### src/rtl/modulo_controlador_contador_4_bits.sv
// ---------------------------------------------------------------------------
// modulo_controlador_contador_4_bits
//
// Purpose:
//   Control FSM for an external 4-bit synchronous up-counter. It clears the
//   counter, lets it count up to a captured terminal value and then either
//   stops (one-shot) or clears and counts again (periodic). It also supports
//   pause and abort. A one-cycle pulse marks every terminal count, and a
//   saturating counter keeps the number of pulses since the last start.
//
// Control semantics:
//   iniciar, pausar and parar are plain levels sampled on every rising edge.
//   There is no handshake. When several are high on the same edge, the one
//   that wins is: clr > parar > terminal detection > pausar > iniciar.
//
// Ports:
//   clk        system clock, rising edge
//   clr        synchronous active-high reset (also clears the counter)
//   iniciar    start request (OCIOSO / CONCLUIDO only)
//   pausar     high holds the count, low resumes it
//   parar      abort to OCIOSO, no fim
//   modo       0 = one-shot, 1 = periodic (captured on start)
//   limite     terminal count 0..15 (captured on start)
//   q_contador present value of the controlled counter
//   cont_en    counter increment enable (combinational)
//   cont_clr   counter clear
//   cont_prst  counter preset, always 0
//   fim        one-cycle pulse on the cycle after terminal detection
//   ocupado    high in LIMPANDO, CONTANDO and PAUSADO
//   estado     current state code (exposed for debug and checking)
//   ciclos     fim pulses since the last start, saturating at 15
// ---------------------------------------------------------------------------
module modulo_controlador_contador_4_bits (
   input  logic       clk,
   input  logic       clr,
   input  logic       iniciar,
   input  logic       pausar,
   input  logic       parar,
   input  logic       modo,
   input  logic [3:0] limite,
   input  logic [3:0] q_contador,
   output logic       cont_en,
   output logic       cont_clr,
   output logic       cont_prst,
   output logic       fim,
   output logic       ocupado,
   output logic [2:0] estado,
   output logic [3:0] ciclos
);

   typedef enum logic [2:0] {
      OCIOSO    = 3'b000,
      LIMPANDO  = 3'b001,
      CONTANDO  = 3'b010,
      PAUSADO   = 3'b011,
      CONCLUIDO = 3'b100
   } estado_t;

   estado_t    estado_q;
   logic [3:0] lim_reg;
   logic       modo_reg;
   logic       terminal;

   // Terminal count is only meaningful while counting; in PAUSADO the
   // counter may already sit at lim_reg, but the detection waits for resume.
   assign terminal = (estado_q == CONTANDO) && (q_contador == lim_reg);

   always_ff @(posedge clk) begin
      if (clr) begin
         estado_q <= OCIOSO;
         lim_reg  <= 4'd0;
         modo_reg <= 1'b0;
         ciclos   <= 4'd0;
         fim      <= 1'b0;
      end else begin
         // fim is a single-cycle pulse; only the terminal branch raises it.
         fim <= 1'b0;
         if (parar) begin
            // Abort: ciclos, lim_reg and modo_reg keep their values.
            estado_q <= OCIOSO;
         end else begin
            case (estado_q)
               OCIOSO, CONCLUIDO: begin
                  if (iniciar) begin
                     lim_reg  <= limite;
                     modo_reg <= modo;
                     ciclos   <= 4'd0;
                     estado_q <= LIMPANDO;
                  end
               end
               LIMPANDO: begin
                  estado_q <= CONTANDO;
               end
               CONTANDO: begin
                  if (terminal) begin
                     fim <= 1'b1;
                     if (ciclos != 4'hF) begin
                        ciclos <= ciclos + 4'd1;
                     end
                     estado_q <= modo_reg ? LIMPANDO : CONCLUIDO;
                  end else if (pausar) begin
                     estado_q <= PAUSADO;
                  end
               end
               PAUSADO: begin
                  if (!pausar) begin
                     estado_q <= CONTANDO;
                  end
               end
               default: begin
                  // Unused codes recover to idle.
                  estado_q <= OCIOSO;
               end
            endcase
         end
      end
   end

   // The increment is withheld on the edge that detects terminal count, so
   // the counter stays at lim_reg instead of stepping past it.
   assign cont_en   = (estado_q == CONTANDO) && !terminal && !parar && !pausar;
   assign cont_clr  = clr || (estado_q == LIMPANDO);
   assign cont_prst = 1'b0;
   assign ocupado   = (estado_q == LIMPANDO) || (estado_q == CONTANDO) ||
                      (estado_q == PAUSADO);
   assign estado    = estado_q;

endmodule
### config.mk
export PLATFORM = sky130hd
export DESIGN_NAME = modulo_controlador_contador_4_bits
export DESIGN_NICKNAME = d
export VERILOG_FILES = /design/src/rtl/modulo_controlador_contador_4_bits.sv
export SDC_FILE = /design/constraint.sdc
export NUM_CORES = 1
export LEC_CHECK = 0
export BUFFER_PORTS_ARGS = -buffer_cell sky130_fd_sc_hd__buf_2
export CAP_MARGIN = 20
export CORE_MARGIN = 2
export CORE_UTILIZATION = 42
export CTS_CLUSTER_SIZE = 40
export DETAILED_ROUTE_END_ITERATION = 12
export MAX_ROUTING_LAYER = met4
export PLACE_DENSITY = 0.74
export SYNTH_ARGS = -nofsm -noshare
export SYNTH_HDL_FRONTEND = slang
export SYNTH_SLANG_ARGS = --single-unit
export TNS_END_PERCENT = 5
### constraint.sdc
create_clock -name clk -period 1.9 [get_ports clk]
set_clock_uncertainty 0.05 [all_clocks]
set_input_delay 0.095 -clock clk [delete_from_list [all_inputs] [get_ports clk]]
set_output_delay 0.095 -clock clk [all_outputs]
set_load 0.005 [all_outputs]
# Yosys cells after proc, flatten, opt, wreduce, memory -nomap -nowiden
# Cells that the tools add are included.
[totals]
register_bits = 13
inputBits = 14
[classes]
add_sub_neg = 1
n_eq_ne = 11
reduce_logical = 18
n_bitwise = 2
mux = 11
[op_table]
columns = ["cell", "count"]
rows = [
  ["$mux W3", 5],
  ["$mux W4", 3],
  ["$pmux W3 S4", 1],
  ["$pmux W4 S2", 1],
  ["$eq A3 B2 Y1 const B", 2],
  ["$ne A2 B2 Y1 const B", 3],
  ["$reduce_and A3 Y1", 2],
  ["$reduce_and A5 Y1", 1],
  ["$add A4 B1 Y4 const B", 1],
  ["$eq A4 B4 Y1", 1],
  ["$logic_and A1 B1 Y1", 4],
  ["$ne A4 B4 Y1 const B", 1],
  ["$reduce_or A2 Y1", 2],
  ["$eq A3 B1 Y1 const B", 1],
  ["$eq A3 B3 Y1 const B", 1],
  ["$logic_not A1 Y1", 3],
  ["$logic_not A3 Y1", 1],
  ["$logic_or A1 B1 Y1", 3],
  ["$ne A3 B3 Y1 const B", 1],
  ["$reduce_or A3 Y1", 1],
  ["$ne A2 B1 Y1 const B", 1],
  ["$not A1 Y1", 2],
  ["$reduce_bool A2 Y1", 1],
  ["$mux W1", 1],
]

# Logic depth before layout (Yosys ltp)
# Gate-level depths: netlist of the first run.
[depth]
ltp_word = 6
depth_mapped = 5
ltp_nobuf = 5

# Worst setup path before layout of the first run
# Ideal clock, no wire load.
[synth_timing]
path_kind = "register -> register"
startpoint = "register lim_reg[1]"
endpoint = "register ciclos[3]"
t_arrival_ns = 1.744
setup_slack_ns = -0.010
period_less_slack_ns = 1.910
stages_incl_launch_ff = 6
cell_sequence = "dfxtp_1 xor2_1 or4_1 buf_2 or4_1 o211a_1"
[synth_between]
elab_chain_cells = 4
[synth_rtl]
columns = ["item", "line", "text"]
rows = [
  ["start: declaration", "60", "logic [3:0] lim_reg;"],
  ["start signal: assignment", "85", "lim_reg <= limite;"],
  ["$eq A4 B4 Y1", "66", "assign terminal = (estado_q == CONTANDO) && (q_contador == lim_reg);"],
  ["$logic_and A1 B1 Y1", "66", ""],
  ["$ne A2 B2 Y1 (no source line)", "--", ""],
  ["$reduce_and A5 Y1 (no source line)", "--", ""],
  ["end signal: assignment", "98", "ciclos <= ciclos + 4'd1;"],
  ["end: declaration", "48", "output logic [3:0] ciclos"],
]
# Every way passes these cells.
# A chain may end at the register's enable or synchronous reset.

# Final worst setup path of the first run
[layout_timing]
startpoint = "register estado_q[2] (netlist: estado[2])"
endpoint = "output port cont_en"
[layout_between]
elab_chain_cells = 6
[layout_rtl]
columns = ["item", "line", "text"]
rows = [
  ["start: declaration", "59", "estado_t estado_q;"],
  ["start signal: assignment", "100", "estado_q <= modo_reg ? LIMPANDO : CONCLUIDO;"],
  ["$eq A3 B2 Y1 *", "66, 121", ""],
  ["$logic_and A1 B1 Y1", "66", ""],
  ["$logic_not A1 Y1", "121", "assign cont_en = (estado_q == CONTANDO) && !terminal && !parar && !pausar;"],
  ["$logic_and A1 B1 Y1 * (3 in a row)", "121", ""],
  ["end: declaration", "42", "output logic cont_en,"],
]
# Every way passes the cells marked *; elsewhere a longest branch is shown, timed or not.

==> results.md, run 1 <==
- H-tree Lvls: 1
- Root buffer cell: clkbuf_4
- Post-synthesis sequential area ratio: between 30% and 40%
- Pwr dens: around 600 nW/um^2
- Reg2reg path depth: 4
- Worst Hold Class: input pin to flip-flop
- Max Slew Vio Count: 0
- Initial antenna violation count: 0
- Hold path start: limite[1]
- Total wire length: roughly 1700 um
- Area grow syn2layout: 24.7%
- Placed Area: ~880 um^2
- Layout cells sized above 1: between 30% and 40%
- Setup TNS: 0 ps
- Area share of the largest cell type after synthesis: a little over a third
- Overflow after GRT: 0
- Max Cap Viol: 0
- Drt wl/cell: ~13 um
- RSZ-0062 raised after global routing: false
- Clock sink count: 13
- Die X: approximately 46 um
- Peak supply drop: between 0.0003 and 0.0004 V
- Number of remaining DRC errors: 0
- Post-layout power: 0.543 mW
- Vias in the first global route: between 600 and 700
- Crit. Startpoint: estado[2]
- Most frequent cells in the layout: buf_2 (24), dfxtp_1 (12), nor2_1 (10)
- FMAX: around 580 MHz
- Utilization after layout: a little over half
- Clock slew at reported path FFs: approximately 80 ps
- DR iter-0 viols: 3
- Clock latency on the worst-skew pair: between 200 and 300 ps
- Final instance area: slightly above 900 um^2
- Largest net degree at the start of global routing: 15
- Clk buf depth: 2
- Post-synthesis cell count: between 80 and 90
- # rows: 15
- Startpoint Class: flip-flop
- Synth area leaders: dfxtp_1 (36%), mux2i_1 (8.3%), nor2_1 (5.2%)
- 1st-pass router iterations: 4
- Die Area: 2080 um^2
- Number of cells on the worst hold path: 3
- PortBufs: 24
- DP HPWL: between 1000 and 1500 um
- Final min period: ~1700 ps
- Vias: slightly above 700
- Reg-to-Reg Start: lim_reg[2]
- Final Net Count: around 130
- Avg Vias per Cell: between 5 and 6
- Syn Std Cell Area: between 700 and 800 um^2
- Failing checks: hold timing
- Setup crit end kind: output pin
- Initial Utilization: between 40% and 50%
- Post-DRT Antenna Nets: 0
- Chip height: 45.6 um
- Leak Pwr: between 0.4 and 0.5 nW
- Core region area: 1670 um^2
- Num CTS Buffers: 3
- Largest area contributor in the netlist: dfxtp_1
- First-pass GRT wire length: 2590 um
- CTS tree: yes
- Hold_ws: -2.23 ps
- Setup violations, final: 0
- I/O pin cnt: 26
- FF+latch count, synth: 13
- RePlAce Congestion: ~0.79
- Post-synth net total: 100
- Period utilization: around 90%
- Critical path required time: about 1800 ps
- Global-route usage over all layers: between 10% and 20%
- CP Max Fanout: 6
- Syn. warnings: 0
- Avg Synthesized Cell Area: about 8.5 um^2
- Outcome: finished, violations left
- Most common library cell in the layout ignoring fill and taps: buf_2
- Reg2Reg Setup Slack: 170 ps
- Synth cell types: 32
- Arr. time, crit path: roughly 1600 ps
- ANT cells: 0
- Final hold violation count: 2
- Setup CP Type: flip-flop to output pin
power breakdown:
| part | switching (mW) | total (mW) | internal (mW) |
|---|---|---|---|
| Combinational | 0.0431 | 0.0817 | 0.0386 |
| Clock | 0.0949 | 0.176 | 0.0815 |
| Sequential | 0.00537 | 0.285 | 0.279 |
| Total | 0.143 | 0.543 | 0.399 |
timing repair:
item | CTS | global route
endpoints found under the setup margin | 0 | 1
buffers inserted | 0 | 0
hold buffers | 0 | 0
resized for setup | 0 | 1
cell type report:
type	count	area, um^2
Fill cell	155	766
Multi-Input combinational cell	66	438
Sequential cell	13	262
Timing Repair Buffer	29	158
Clock buffer	4	26.3
Tap cell	17	21.3
worst paths after layout:
check                                   to
worst min register to register   estado[1]
worst max register to register   ciclos[3]
worst max-delay path               cont_en
worst min-delay path            lim_reg[1]
through the flow:
stage                     setup WS [ps]  instances
after floorplan                    80.8         85
after global placement              208        125
after detailed placement            140        125
after CTS                          68.1        129
after global routing               71.7        129
final                               171        129
critical path: stages, from the launching register on:
cell and delay (ps):
dfxtp_1 350, nand2b_1 180, buf_4 160, or2_2 280
nor4_1 180, buf_2 160
Yosys cell counts, drive strengths merged:
library cell   n
dfxtp         13
o21bai         1
a211o          1
o32ai          1
nor4           4
nand4b         1
a311oi         1
a21oi          2
o211ai         3
or2            1
a31oi          2
xor2           4
a211oi         2
o21a           1
ha             1
o211a          1
o2bb2a         1
nand2b         3
clkbuf         4
nand2          7
nor3           2
nor2          10
or4            2
nor2b          1
conb           1
nand3          3
and3           2
mux2i          6
buf            2
nor4b          2
per-layer routing:
layer	vias to the layer above	GRT usage, %	part of all wire, %
li1	365	-	-
met1	332	22.7	46
met2	24	27.0	45
met3	4	2.38	6.0
met4	0	10.6	2.4
met5	-	-	0
cells by family after synthesis:
| group | share of synthesized area [%] |
|---|---|
| xor gates and xnor gates | 4.83 |
| muxes | 8.28 |
| buffers and inverters | 3.79 |
| AOI/OAI and AO/OA | 16.7 |
| adders and majority gates | 1.72 |
| and+or+nand+nor | 28.3 |
| other | 0.517 |
| DFF | 35.9 |
(Power assumes the default switching activity.)
==> run 2, diff against run 1 <==
- ABC_AREA: not set -> 1
==> run 2 against run 1 <==
Against the previous run: the flow now finishes without violations; via count grew 4.6%; fmax is 16% higher; total power grew 3.7%; highest routed layer unchanged.
==> results.md, run 2 <==
- Post-synthesis cell count: roughly 110
- H-tree Lvls: 1
- Clock slew at reported path FFs: 80 ps
- Drt wl/cell: 10.5 um
- Most frequent cells in the layout: nand2_1 (25), buf_2 (24), inv_1 (19)
- Initial Utilization: about 46%
- Post-CTS Setup Repair Bufs: 0
- Combinational Power Share: ~18%
- Setup crit end kind: output pin
- Area share of the largest cell type after synthesis: between 30% and 40%
- P_sw: roughly 0.16 mW
- Placed Cells: 147
- Fin worst setup slack: a little over 400 ps
- Setup violations, final: 0
- Post-synth top cells: nand2_1 (25), inv_1 (19), dfxtp_1 (13), nor2_1 (13), a21oi_1 (12)
- CP Max Fanout: 6
- # resized after CTS: 0
- Setup TNS: 0 ps
- Setup CP Type: flip-flop to output pin
- Cts hold-fix bufs: 1
- Global-route usage over all layers: ~17%
- Most common library cell in the layout ignoring fill and taps: nand2_1
- Vias: 758
- Die Area: 2030 um^2
- Hold_ws: approximately 60 ps
- Post-synthesis sequential area ratio: about 37%
- Total wire length: between 1500 and 2000 um
- Most frequent cell after synthesis: nand2_1
- Slowest cell delay on critical path: approximately 390 ps
- Switching Share: 27.9%
- Leak Pwr: 0.443 nW
- Period utilization: around four fifths
- CTS tree: yes
- Final hold violation count: 0
- Layout cells sized above 1: roughly a quarter
- Core region area: around 1500 um^2
- Clock latency on the worst-skew pair: approximately 270 ps
- Critical path required time: roughly 1800 ps
- Post-synth net total: 123
- Avg Vias per Cell: roughly 5.0
- Vias in the first global route: 632
- Post-DRT Antenna Nets: 0
- DP HPWL: around 1200 um
- Sequential Power Share: between 50% and 60%
- Clk buf depth: 2
- Num CTS Buffers: 3
- Pwr dens: 643 nW/um^2
- Chip height: ~45 um
- Arr. time, crit path: approximately 1400 ps
- Startpoint Class: flip-flop
- Number of remaining DRC errors: 0
- 1st-pass router iterations: 4
- Max stage delay cell, worst path: dfxtp_1
- Synth cell types: 18
- FF+latch count, synth: 13
- Max Slew Vio Count: 0
- DR iter-0 viols: 15
- Outcome: finished clean
- Die X: about 45 um
- Largest area contributor in the netlist: dfxtp_1
- Int Power: a little over 0.4 mW
- Final Net Count: between 150 and 200
- First-pass GRT wire length: about 2400 um
- Peak supply drop: roughly 0.00031 V
- # rows: 14
- RSZ-0062 raised after global routing: false
- Final instance area: approximately 900 um^2
- Clock sink count: 13
- Post-Place Worst Slack: 519 ps
- Post-Layout Cell Count: between 150 and 200
- ANT cells: 0
- Syn Std Cell Area: between 700 and 800 um^2
- Avg Synthesized Cell Area: approximately 6.5 um^2
- Worst Hold Class: input pin to flip-flop
- Placed Area: about 840 um^2
- Root buffer cell: clkbuf_4
- Main synth FF type: dfxtp_1
- Synth async-reset ratio: 0%
- Max Cap Viol: 0
- PortBufs: 24
- FMAX: 671 MHz
- Overflow after GRT: 0
- Post-synth EDFFs: 0
- Final min period: 1490 ps
- Utilization after layout: around 57%
- Initial antenna violation count: 0
- Syn. warnings: 0
- I/O pin cnt: 26
- RePlAce Congestion: between 0.8 and 0.9
- Worst-path cell chain: inv_1 > nor3_4 > nand3_1 > nor2_1 > buf_2
- Synth area leaders: dfxtp_1 (37%), nand2_1 (13%), inv_1 (10%)
- Post-layout power: ~0.56 mW
- Largest net degree at the start of global routing: 11
- Area grow syn2layout: 23.9%
- Clock network power share: between 30% and 40%
-- run 2: cell families (layout without fill, tap and decap cells) --
| group | count (synthesis) | after routing | share of synthesized area, % |
|---|---|---|---|
| simple gates | 53 | 53 | 35.0 |
| buf+inv | 20 | 48 | 11.2 |
| compound gates | 19 | 19 | 13.5 |
| flops | 13 | 13 | 36.8 |
| fa+ha+maj | 1 | 1 | 1.77 |
| other cells | 1 | 1 | 0.530 |
| xor+xnor | 1 | 1 | 1.24 |
-- run 2: worst max-delay path, delay by kind of cell, from the launching register on --
family                 cells  cell delay [ps]
AND/OR/NAND/NOR            3              470
buffers and inverters      2              210
flip-flops                 1              390
-- run 2: layer usage --
metal  vias up  routed length [um]  part of all wire (%)  GRT usage (%)
li1        399                   -                     -              -
met4         0                  43                   2.7           10.0
met2        21                 736                    46           28.9
met3         6                  82                   5.2           5.60
met5         -                   0                     0              -
met1       332                 726                    46           18.0
-- run 2: power by group through the flow --
stage	Sequential (mW)	Clock, mW	Combinational [mW]
3_5_place_dp	0.299	0	0.0964
4_1_cts	0.293	0.177	0.0982
2_1_floorplan	0.298	0	0.0636
3_3_place_gp	0.299	0	0.0937
6_report	0.292	0.172	0.0984
5_1_grt	0.294	0.193	0.112
-- run 2: cell type report --
class	count	area [um^2]
fill	151	666
sequential	13	260
clock buffer	4	26.3
multi-input combinational	75	368
timing repair buffer	25	130
inverter	19	71.3
tap	16	20.0
-- run 2: worst paths after layout --
| path | start | endpoint | slack [ps] | depth (start not counted) |
|---|---|---|---|---|
| hold reg to reg | modo_reg | modo_reg | 420 | 2 |
| setup / recovery | estado[1] | cont_en | 410 | 5 |
| hold / removal | limite[0] | lim_reg[0] | 60 | 3 |
| setup reg to reg | estado[1] | ciclos[3] | 500 | 7 |
